## src/rtl/uart_pkg.sv

```systemverilog
// uart_pkg: shared FSM states, register offsets and STATUS bit positions for the UART transmitter.
package uart_pkg;
    typedef enum logic [1:0] {IDLE, START, DATA, STOP} uart_state_e;
    localparam logic [1:0] UART_TXDATA = 2'd0;
    localparam logic [1:0] UART_STATUS = 2'd1;
    localparam logic [1:0] UART_BAUD   = 2'd2;
    localparam int ST_BUSY  = 0;
    localparam int ST_FULL  = 1;
    localparam int ST_EMPTY = 2;
    localparam int ST_OVF   = 3;
    localparam int ST_IRQ   = 4;
endpackage

```

## src/rtl/uart_tx_periph_fifo.sv

```systemverilog
// sync_fifo: single-clock FIFO; pushes while full and pops while empty are ignored.
module sync_fifo #(
    parameter int W     = 8,
    parameter int DEPTH = 4
) (
    input  logic                     clk,
    input  logic                     rst_n,
    input  logic                     push,
    input  logic                     pop,
    input  logic [W-1:0]             din,
    output logic [W-1:0]             dout,
    output logic                     full,
    output logic                     empty,
    output logic [$clog2(DEPTH):0]   count
);
    localparam int AW = $clog2(DEPTH);
    logic [W-1:0]  mem [DEPTH];
    logic [AW-1:0] wp, rp;
    logic          do_push, do_pop;
    assign full    = count == (AW+1)'(DEPTH);
    assign empty   = count == '0;
    assign do_push = push & ~full;
    assign do_pop  = pop & ~empty;
    assign dout    = mem[rp];
    always_ff @(posedge clk or negedge rst_n) begin
        if (!rst_n) begin
            wp    <= '0;
            rp    <= '0;
            count <= '0;
        end else begin
            wp    <= wp + AW'(do_push);
            rp    <= rp + AW'(do_pop);
            count <= count + (AW+1)'(do_push) - (AW+1)'(do_pop);
        end
    end
    always_ff @(posedge clk) begin
        if (do_push) mem[wp] <= din;
    end
endmodule

```

## src/rtl/uart_tx_periph.sv

```systemverilog
// uart_tx_periph: memory-mapped 8N1 UART transmitter with TX FIFO, baud divider and status register.
module uart_tx_periph
    import uart_pkg::*;
#(
    parameter int          width      = 32,
    parameter int          FIFO_DEPTH = 4,
    parameter logic [15:0] BAUD_RST   = 16'd868
) (
    input  logic             clk,
    input  logic             rst_n,
    input  logic             uart_sel,
    input  logic             we,
    input  logic             re,
    input  logic [width-1:0] reg_address,
    input  logic [width-1:0] input_data,
    output logic [width-1:0] rdata,
    output logic             tx,
    output logic             tx_irq
);
    localparam int CW = $clog2(FIFO_DEPTH) + 1;
    uart_state_e state, state_n;
    logic [7:0]    shift, fifo_dout;
    logic [2:0]    bit_cnt;
    logic [15:0]   baud_div, baud_cnt, reload;
    logic [1:0]    off;
    logic [CW-1:0] count;
    logic          wr, push, pop, full, empty, tick, overflow, unused;
    assign off    = reg_address[3:2];
    assign wr     = uart_sel & we;
    assign push   = wr && off == UART_TXDATA;
    assign reload = (baud_div == 16'd0) ? 16'd0 : baud_div - 16'd1;
    assign tick   = baud_cnt == 16'd0;
    assign tx     = (state == START) ? 1'b0 : (state == DATA) ? shift[0] : 1'b1;
    assign tx_irq = empty && state == IDLE;
    assign unused = ^{reg_address[width-1:4], reg_address[1:0], input_data[width-1:16], count};
    sync_fifo #(.W(8), .DEPTH(FIFO_DEPTH)) u_fifo (
        .clk   (clk),
        .rst_n (rst_n),
        .push  (push),
        .pop   (pop),
        .din   (input_data[7:0]),
        .dout  (fifo_dout),
        .full  (full),
        .empty (empty),
        .count (count)
    );
    always_comb begin
        state_n = state;
        pop     = 1'b0;
        case (state)
            IDLE: begin
                pop     = !empty;
                state_n = empty ? IDLE : START;
            end
            START: state_n = tick ? DATA : START;
            DATA:  state_n = (tick && bit_cnt == 3'd7) ? STOP : DATA;
            STOP: begin
                pop     = tick && !empty;
                state_n = !tick ? STOP : empty ? IDLE : START;
            end
            default: state_n = IDLE;
        endcase
    end
    always_ff @(posedge clk or negedge rst_n) begin
        if (!rst_n) state <= IDLE;
        else        state <= state_n;
    end
    // The divisor is sampled only at reload, so a BAUD write never truncates the bit in flight.
    always_ff @(posedge clk or negedge rst_n) begin
        if (!rst_n) begin
            shift    <= '0;
            bit_cnt  <= '0;
            baud_cnt <= '0;
            baud_div <= BAUD_RST;
            overflow <= 1'b0;
        end else begin
            if (wr && off == UART_BAUD) baud_div <= input_data[15:0];
            if (push && full) overflow <= 1'b1;
            else if (wr && off == UART_STATUS) overflow <= 1'b0;
            if (pop) begin
                shift    <= fifo_dout;
                baud_cnt <= reload;
            end else if (state != IDLE) begin
                baud_cnt <= tick ? reload : baud_cnt - 16'd1;
                if (tick && state == DATA) begin
                    shift   <= shift >> 1;
                    bit_cnt <= bit_cnt + 3'd1;
                end
            end
        end
    end
    always_comb begin
        rdata = '0;
        if (uart_sel && re) begin
            case (off)
                UART_STATUS: begin
                    rdata[ST_BUSY]  = state != IDLE;
                    rdata[ST_FULL]  = full;
                    rdata[ST_EMPTY] = empty;
                    rdata[ST_OVF]   = overflow;
                    rdata[ST_IRQ]   = tx_irq;
                end
                UART_BAUD: rdata[15:0] = baud_div;
                default:   rdata = '0;
            endcase
        end
    end
endmodule
```

## config.mk

```make
export PLATFORM = sky130hd
export DESIGN_NAME = uart_tx_periph
export DESIGN_NICKNAME = d
export VERILOG_FILES = /design/src/rtl/uart_pkg.sv /design/src/rtl/uart_tx_periph_fifo.sv /design/src/rtl/uart_tx_periph.sv
export SDC_FILE = /design/constraint.sdc
export NUM_CORES = 1
export LEC_CHECK = 0
export BUFFER_PORTS_ARGS = -buffer_cell sky130_fd_sc_hd__buf_2
export CAP_MARGIN = 40
export CORE_ASPECT_RATIO = 0.9
export CORE_UTILIZATION = 45
export DETAILED_ROUTE_END_ITERATION = 10
export PLACE_DENSITY = 0.72
export SYNTH_ARGS = -nofsm -noshare
export SYNTH_HDL_FRONTEND = slang
export SYNTH_SLANG_ARGS = --single-unit
```

## constraint.sdc

```tcl
create_clock -name clk -period 3.7 [get_ports clk]
set_clock_uncertainty 0.1 [all_clocks]
set_input_delay 0.74 -clock clk [delete_from_list [all_inputs] [get_ports clk]]
set_output_delay 0.74 -clock clk [all_outputs]
set_load 0.05 [all_outputs]
```

Word level (Yosys, flattened, before mapping):

Memories as Yosys holds them, arrays and structs flattened.
Index checks and enable logic that the tools add are counted.

* reductions and logical operators: 21
* equal/unequal tests: 7
* multiply operators: 0
* mux-type cells: 22
* $lt $le $gt $ge: 0
* add/subtract/negate cells: 7
* bitwise gates (word level): 6
* shift operators: 0
* div/mod/pow operators: 0

Operators with widths (count)
* 2-to-1 mux 16 bit: 5
* logical NOT 16 bit: 2
* subtractor 16 x 1 -> 16 bit, second input constant: 2
* 2-to-1 mux 8 bit: 3
* 2-to-1 mux 11 bit: 1
* one-hot mux 5 bit (2 select lines): 1
* logical AND 1 bit: 9
* 2-to-1 mux 1 bit: 8
* one-hot mux 2 bit (4 select lines): 1
* nonzero test 2 bit: 4
* == test 2 bit, second input constant: 3
* == test 3 bit, second input constant: 2
* adder 2 x 1 -> 2 bit: 2
* == test 2 x 1 -> 1 bit, second input constant: 2
* logical NOT 2 bit: 2
* 2-to-1 mux 2 bit: 2
* adder 3 x 1 -> 3 bit: 1
* adder 3 x 1 -> 3 bit, second input constant: 1
* bitwise AND 1 bit: 3
* logical NOT 3 bit: 1
* inverter 1 bit: 3
* AND reduction 3 bit: 1
* subtractor 3 x 1 -> 3 bit: 1
* one-hot mux 1 bit (2 select lines): 1
* 2 further kinds: 2

* input bits: 69
* memories: 1
* RAM bits: 32
* logic and storage cells: 73
* bits in read-only memories: 0
* latch bits: 0
* register bits: 53
* output and inout bits: 34

Memory list
* u_fifo.mem: depth 4, bits a word 8, rd ports 1, clocked after Yosys merged registers in 0, write ports 1, line uart_tx_periph_fifo.sv:17 `logic [W-1:0] mem [DEPTH];`

Depth between registers and ports, before layout:

* depth after elaboration: 6
* gate-level depth with buffers: 11

By module:

From an unflattened synthesis, not the netlist that was laid out.

* cells, all modules: 424
* area, all modules: 4739.5 sq um

Modules (own cells, without submodules)
* uart_tx_periph: instances 1, sequential area each 1157.4 sq um, area an instance 3185.6 sq um, cells each 349
* sync_fifo: instances 1, sequential area each 1136.1 sq um, area an instance 1554.0 sq um, cells each 75

Worst setup path before layout:

OpenSTA, ideal clock, no wires.

* path kind: flip-flop to output port
* start: reg state[0]
* end: out rdata[4]
* path buffers: 1
* data required time: 2.860 ns
* setup slack: 0.450 ns
* arrival: 2.410 ns
* cell stages (with the launch flop): 8
* path through: dfrtp_1 -> inv_1 -> ha_1 -> buf_4 -> inv_1 -> nor2_1 -> a22oi_1 -> nor2_1

* word-level cells in the longest chain between the ends: 4

RTL lines
* start, declared: line uart_tx_periph.sv:21 `uart_state_e state, state_n;`
* start signal, assigned: line uart_tx_periph.sv:66 `else state <= state_n;`
* logical NOT 2 bit: line uart_tx_periph.sv:34 `assign tx_irq = empty && state == IDLE;`
* logical AND 1 bit: line uart_tx_periph.sv:34
* via tx_irq: line uart_tx_periph.sv:18 `output logic tx_irq`
* one-hot mux 5 bit (2 select lines): line uart_tx_periph.sv:95 `case (off)`
* 2-to-1 mux 16 bit: line uart_tx_periph.sv:94 `if (uart_sel && re) begin`
* end, declared: line uart_tx_periph.sv:16 `output logic [width-1:0] rdata,`

The timed path passes the listed nets, and every way through them passes these cells.

Final worst setup path:

* start: reg baud_cnt[0]
* end: reg shift[1]

* word-level cells in the longest chain between the ends: 5

RTL lines
* start, declared: line uart_tx_periph.sv:24 `logic [15:0] baud_div, baud_cnt, reload;`
* start signal, assigned: line uart_tx_periph.sv:82 `baud_cnt <= reload;`
* start signal, assigned: line uart_tx_periph.sv:84 `baud_cnt <= tick ? reload : baud_cnt - 16'd1;`
* logical NOT 16 bit *: line uart_tx_periph.sv:32 `assign tick = baud_cnt == 16'd0;`
* logical AND 1 bit: line uart_tx_periph.sv:58 `pop = tick && !empty;`
* one-hot mux 1 bit (2 select lines): line uart_tx_periph.sv:50 `case (state)`
* nonzero test 2 bit (no source line)
* AND reduction 2 bit (no source line)
* end signal, assigned: line uart_tx_periph.sv:81 `shift <= fifo_dout;`
* end signal, assigned: line uart_tx_periph.sv:86 `shift <= shift >> 1;`
* end, declared: line uart_tx_periph.sv:22 `logic [7:0] shift, fifo_dout;`

Every way passes the cells marked *; elsewhere a longest branch is shown, timed or not.
A chain may end at the register's enable or synchronous reset.

==> run_results.csv <==
group,metric,value,unit
setup_path,max_stage_delay,530,ps
logic_synthesis,synth-adder-area-share,4.76,%
cts,cts_root_buffer,"clkbuf_16",
power,leakagePower,2.17,nW
timing,layout_worst_path_cycle_share,80.2,%
logic_synthesis,synth_cell_type_count,62,
logic_synthesis,synth_commonest_cells,"dfrtp_1, edfxtp_1, nor2_1, nand2_1",
grt,grt_max_degree,29,
finish,areaGrowthSynthToFinish,14.0,%
cts,insertion_delay,340,ps
grt,grt_pass1_vias,3316,
power,p_sw,1.27,mW
timing,setup_slack,731,ps
routing,detail-route-antenna-nets,0,
logic_synthesis,async_reset_ff_share,62.4,%
timing,slew_viol_final,0,
floorplan,coreArea,9830,µm²
routing,num_vias,3359,
logic_synthesis,yosys.area.top_type_share,25.9,%
setup_path,crit_fanout,11,
routing,wl_per_cell,17.7,µm
timing,setup_viol,0,
hold_path,hold_path_class,"in2async",
timing,fin_hold_ws,321,ps
logic_synthesis,ys_ff_latch,85,
logic_synthesis,synth.most_common_cell,"dfrtp_1",
power,powerDensity,661,nW/µm²
floorplan,placementRows,34,
logic_synthesis,muxShareOfSynthArea,8.65,%
finish,antenna-diode-count,0,
setup_path,start_kind,"register",
power,seqPwrFrac,42.4,%
timing,fin_tns_setup,0,ps
place,io_buffers,40,
logic_synthesis,synth_edf_count,32,
floorplan,die_w,109,µm
logic_synthesis,syn_avg_cell_area,11.6,µm²
cts,cts_buffers,9,
floorplan,die_y,98.2,µm
setup_path,crit_type,"reg2reg",
cts,clockBufferDepth,2,
setup_path,reg2reg_depth,8,
power,internal_power,2.22,mW
routing,via_per_inst,5.80,
logic_synthesis,synth_xor_area_share,3.59,%
floorplan,start_util,47.1,%
floorplan,fp.dieArea,10700,µm²
logic_synthesis,synth_largest_area_cell,"dfrtp_1",
logic_synthesis,dominantRegCellSynth,"dfrtp_1",
setup_path,cp.required,3820,ps
setup_path,end_kind,"register",
grt,grt_overflow,0,
logic_synthesis,syn-cell-area,4630,µm²
place,routabilityCongestion,0.886,
finish,nets,534,
setup_path,worstPathCellList,"inv_1 -> ha_1 -> or3b_2 -> nor4_4 -> buf_4 -> a21o_1 -> a31oi_1 -> a221o_1",
grt,grt_pass1_wl,17200,µm
run_status,status,"finished, final reports clean",
cts,cts.sinks,85,
logic_synthesis,synth_cells,398,
routing,drt-initial-drc-count,226,
timing,max_freq,0.337,GHz
grt,antenna_found_initial,0,
logic_synthesis,synth_seq_area_share,49.5,%
timing,finalHoldViolations,0,
setup_path,worstPathArrival,3080,ps
grt,track_usage,21.2,%
finish,regArea,2290,µm²
power,ir_drop,0.330,mV
finish,multiInputGateArea,2160,µm²
timing,tightest_slew,956,ps
cts,htreeDepth,3,
setup_path,crit_path_top_delay_cell,"or3b_2",
timing,relSlewSlack,35.6,%
logic_synthesis,synth_warnings,0,
place,pre_cts_slack,771,ps
power,pwr-share-comb,30.5,%
finish,num-fill-cells,799,
logic_synthesis,synth_area_leaders,"dfrtp_1, edfxtp_1, ha_1, mux2_2, mux4_2",
place,hpwl,7210,µm
routing,drt_wl_total,10300,µm
finish,layout-drive-gt1-share,24.7,%
routing,dr.pass1.iters,5,
power,p_sw_share,36.3,%
power,power.share.clock,27.2,%
cts,cts_tree,"done",
cts,post_cts_buffers,0,
logic_synthesis,synth_top_family_by_area,"simple AND/OR/NAND/NOR gates",
routing,route.detailed.drc,0,
flow_run,drv_cap,0,
timing,grt_setup_unrepaired,"false",
floorplan,io_pins,103,
cts,cts-hold-fix-buffers,0,
logic_synthesis,synth_compound_area_share,12.4,%
cts,path_clk_slew,70,ps
cts,cts-resized-gates,0,
timing,min_period,2970,ps
logic_synthesis,yosys.area_share.simple,16.0,%
==> path summary, 6_finish.rpt <==
| path | from | to | slack [ps] |
|---|---|---|---|
| max in group asynchronous | rst_n | baud_div[5] | 2330 |
| max | baud_cnt[0] | shift[1] | 730 |
| min in group clk | bit_cnt[0] | bit_cnt[0] | 370 |
| min reg2reg | bit_cnt[0] | bit_cnt[0] | 370 |
| max reg2reg | baud_cnt[0] | shift[1] | 730 |
| min | rst_n | baud_cnt[7] | 320 |
==> power groups by stage <==
stage          Clock, mW  Sequential, mW  Combinational [mW]
2_1_floorplan          0            1.37               0.876
3_5_place_dp           0            1.48                1.05
4_1_cts            0.956            1.48                1.06
6_report           0.948            1.48                1.06
5_1_grt            0.993            1.52                1.17
3_3_place_gp           0            1.47                1.01
==> sequential cells by signal, summed over array words and instances (netlist names) <==
register	flops
overflow	1
u_fifo.mem	32
shift	8
baud_div	16
u_fifo.wp	2
bit_cnt	3
u_fifo.count	3
baud_cnt	16
state	2
u_fifo.rp	2
==> layout make-up <==
cell class | count | share of cell area (%)
Sequential cell | 85 | 43.5
Clock inverter | 7 | 1.73
Inverter | 15 | 1.07
Clock buffer | 9 | 4.27
Tap cell | 126 | 2.99
Multi-Input combinational cell | 285 | 41.0
Timing Repair Buffer | 52 | 5.50
==> metrics by stage <==
step / cell area [µm²] / power (mW) / instances / utilization (%)
after floorplan: 4690 / 2.25 / 413 / -
after global placement: 4950 / 2.49 / 562 / 50.4
after detailed placement: 4960 / 2.54 / 563 / 50.5
after CTS: 5280 / 3.49 / 579 / 53.7
after global routing: 5280 / 3.68 / 579 / 53.7
final: 5280 / 3.49 / 579 / 53.7
==> critical path, delay by kind of cell (launching register included) <==
kind / cells / cell delay, ps
simple gates: 2 / 840
buf+inv: 2 / 320
compound gates: 3 / 950
fa+ha+maj: 1 / 210
flops: 1 / 430
==> per-layer routing <==
layer	part of all wire, %	vias up	GRT usage [%]
li1	-	1569	-
met1	46	1648	29.8
met2	46	123	31.8
met3	5.5	19	3.81
met4	2.7	0	9.56
met5	0	-	0
==> cell usage in the layout, fill, tap and decap left out, drive strengths merged, types with 3 or more instances in the layout <==
cell type,netlist,layout
a221o,8,8
conb,1,16
xnor2,12,12
or3,4,4
inv,15,18
and2,18,18
dfrtp,48,48
a31oi,5,5
nor2,28,28
a221oi,3,3
nand2,21,21
edfxtp,32,32
o21ai,14,14
a21oi,12,12
nand3,13,13
o21a,4,4
mux2,18,18
clkbuf,7,9
nor3b,3,3
or4,8,8
xor2,7,7
o221ai,4,4
nor4,11,11
o41ai,3,3
nand4,4,4
ha,16,16
dfstp,5,5
nor3,6,6
a22oi,8,8
buf,21,52
mux4,8,8
==> kinds of logic after synthesis <==
kind of cell / Yosys count
XOR/XNOR: 19
other: 1
AND/OR/NAND/NOR: 127
multiplexers: 27
AO/OA/AOI/OAI: 79
buffers and inverters: 43
adder cells (fa/ha/maj): 17
flip-flops: 85
No activity file was read; power rests on OpenSTA's default activity.
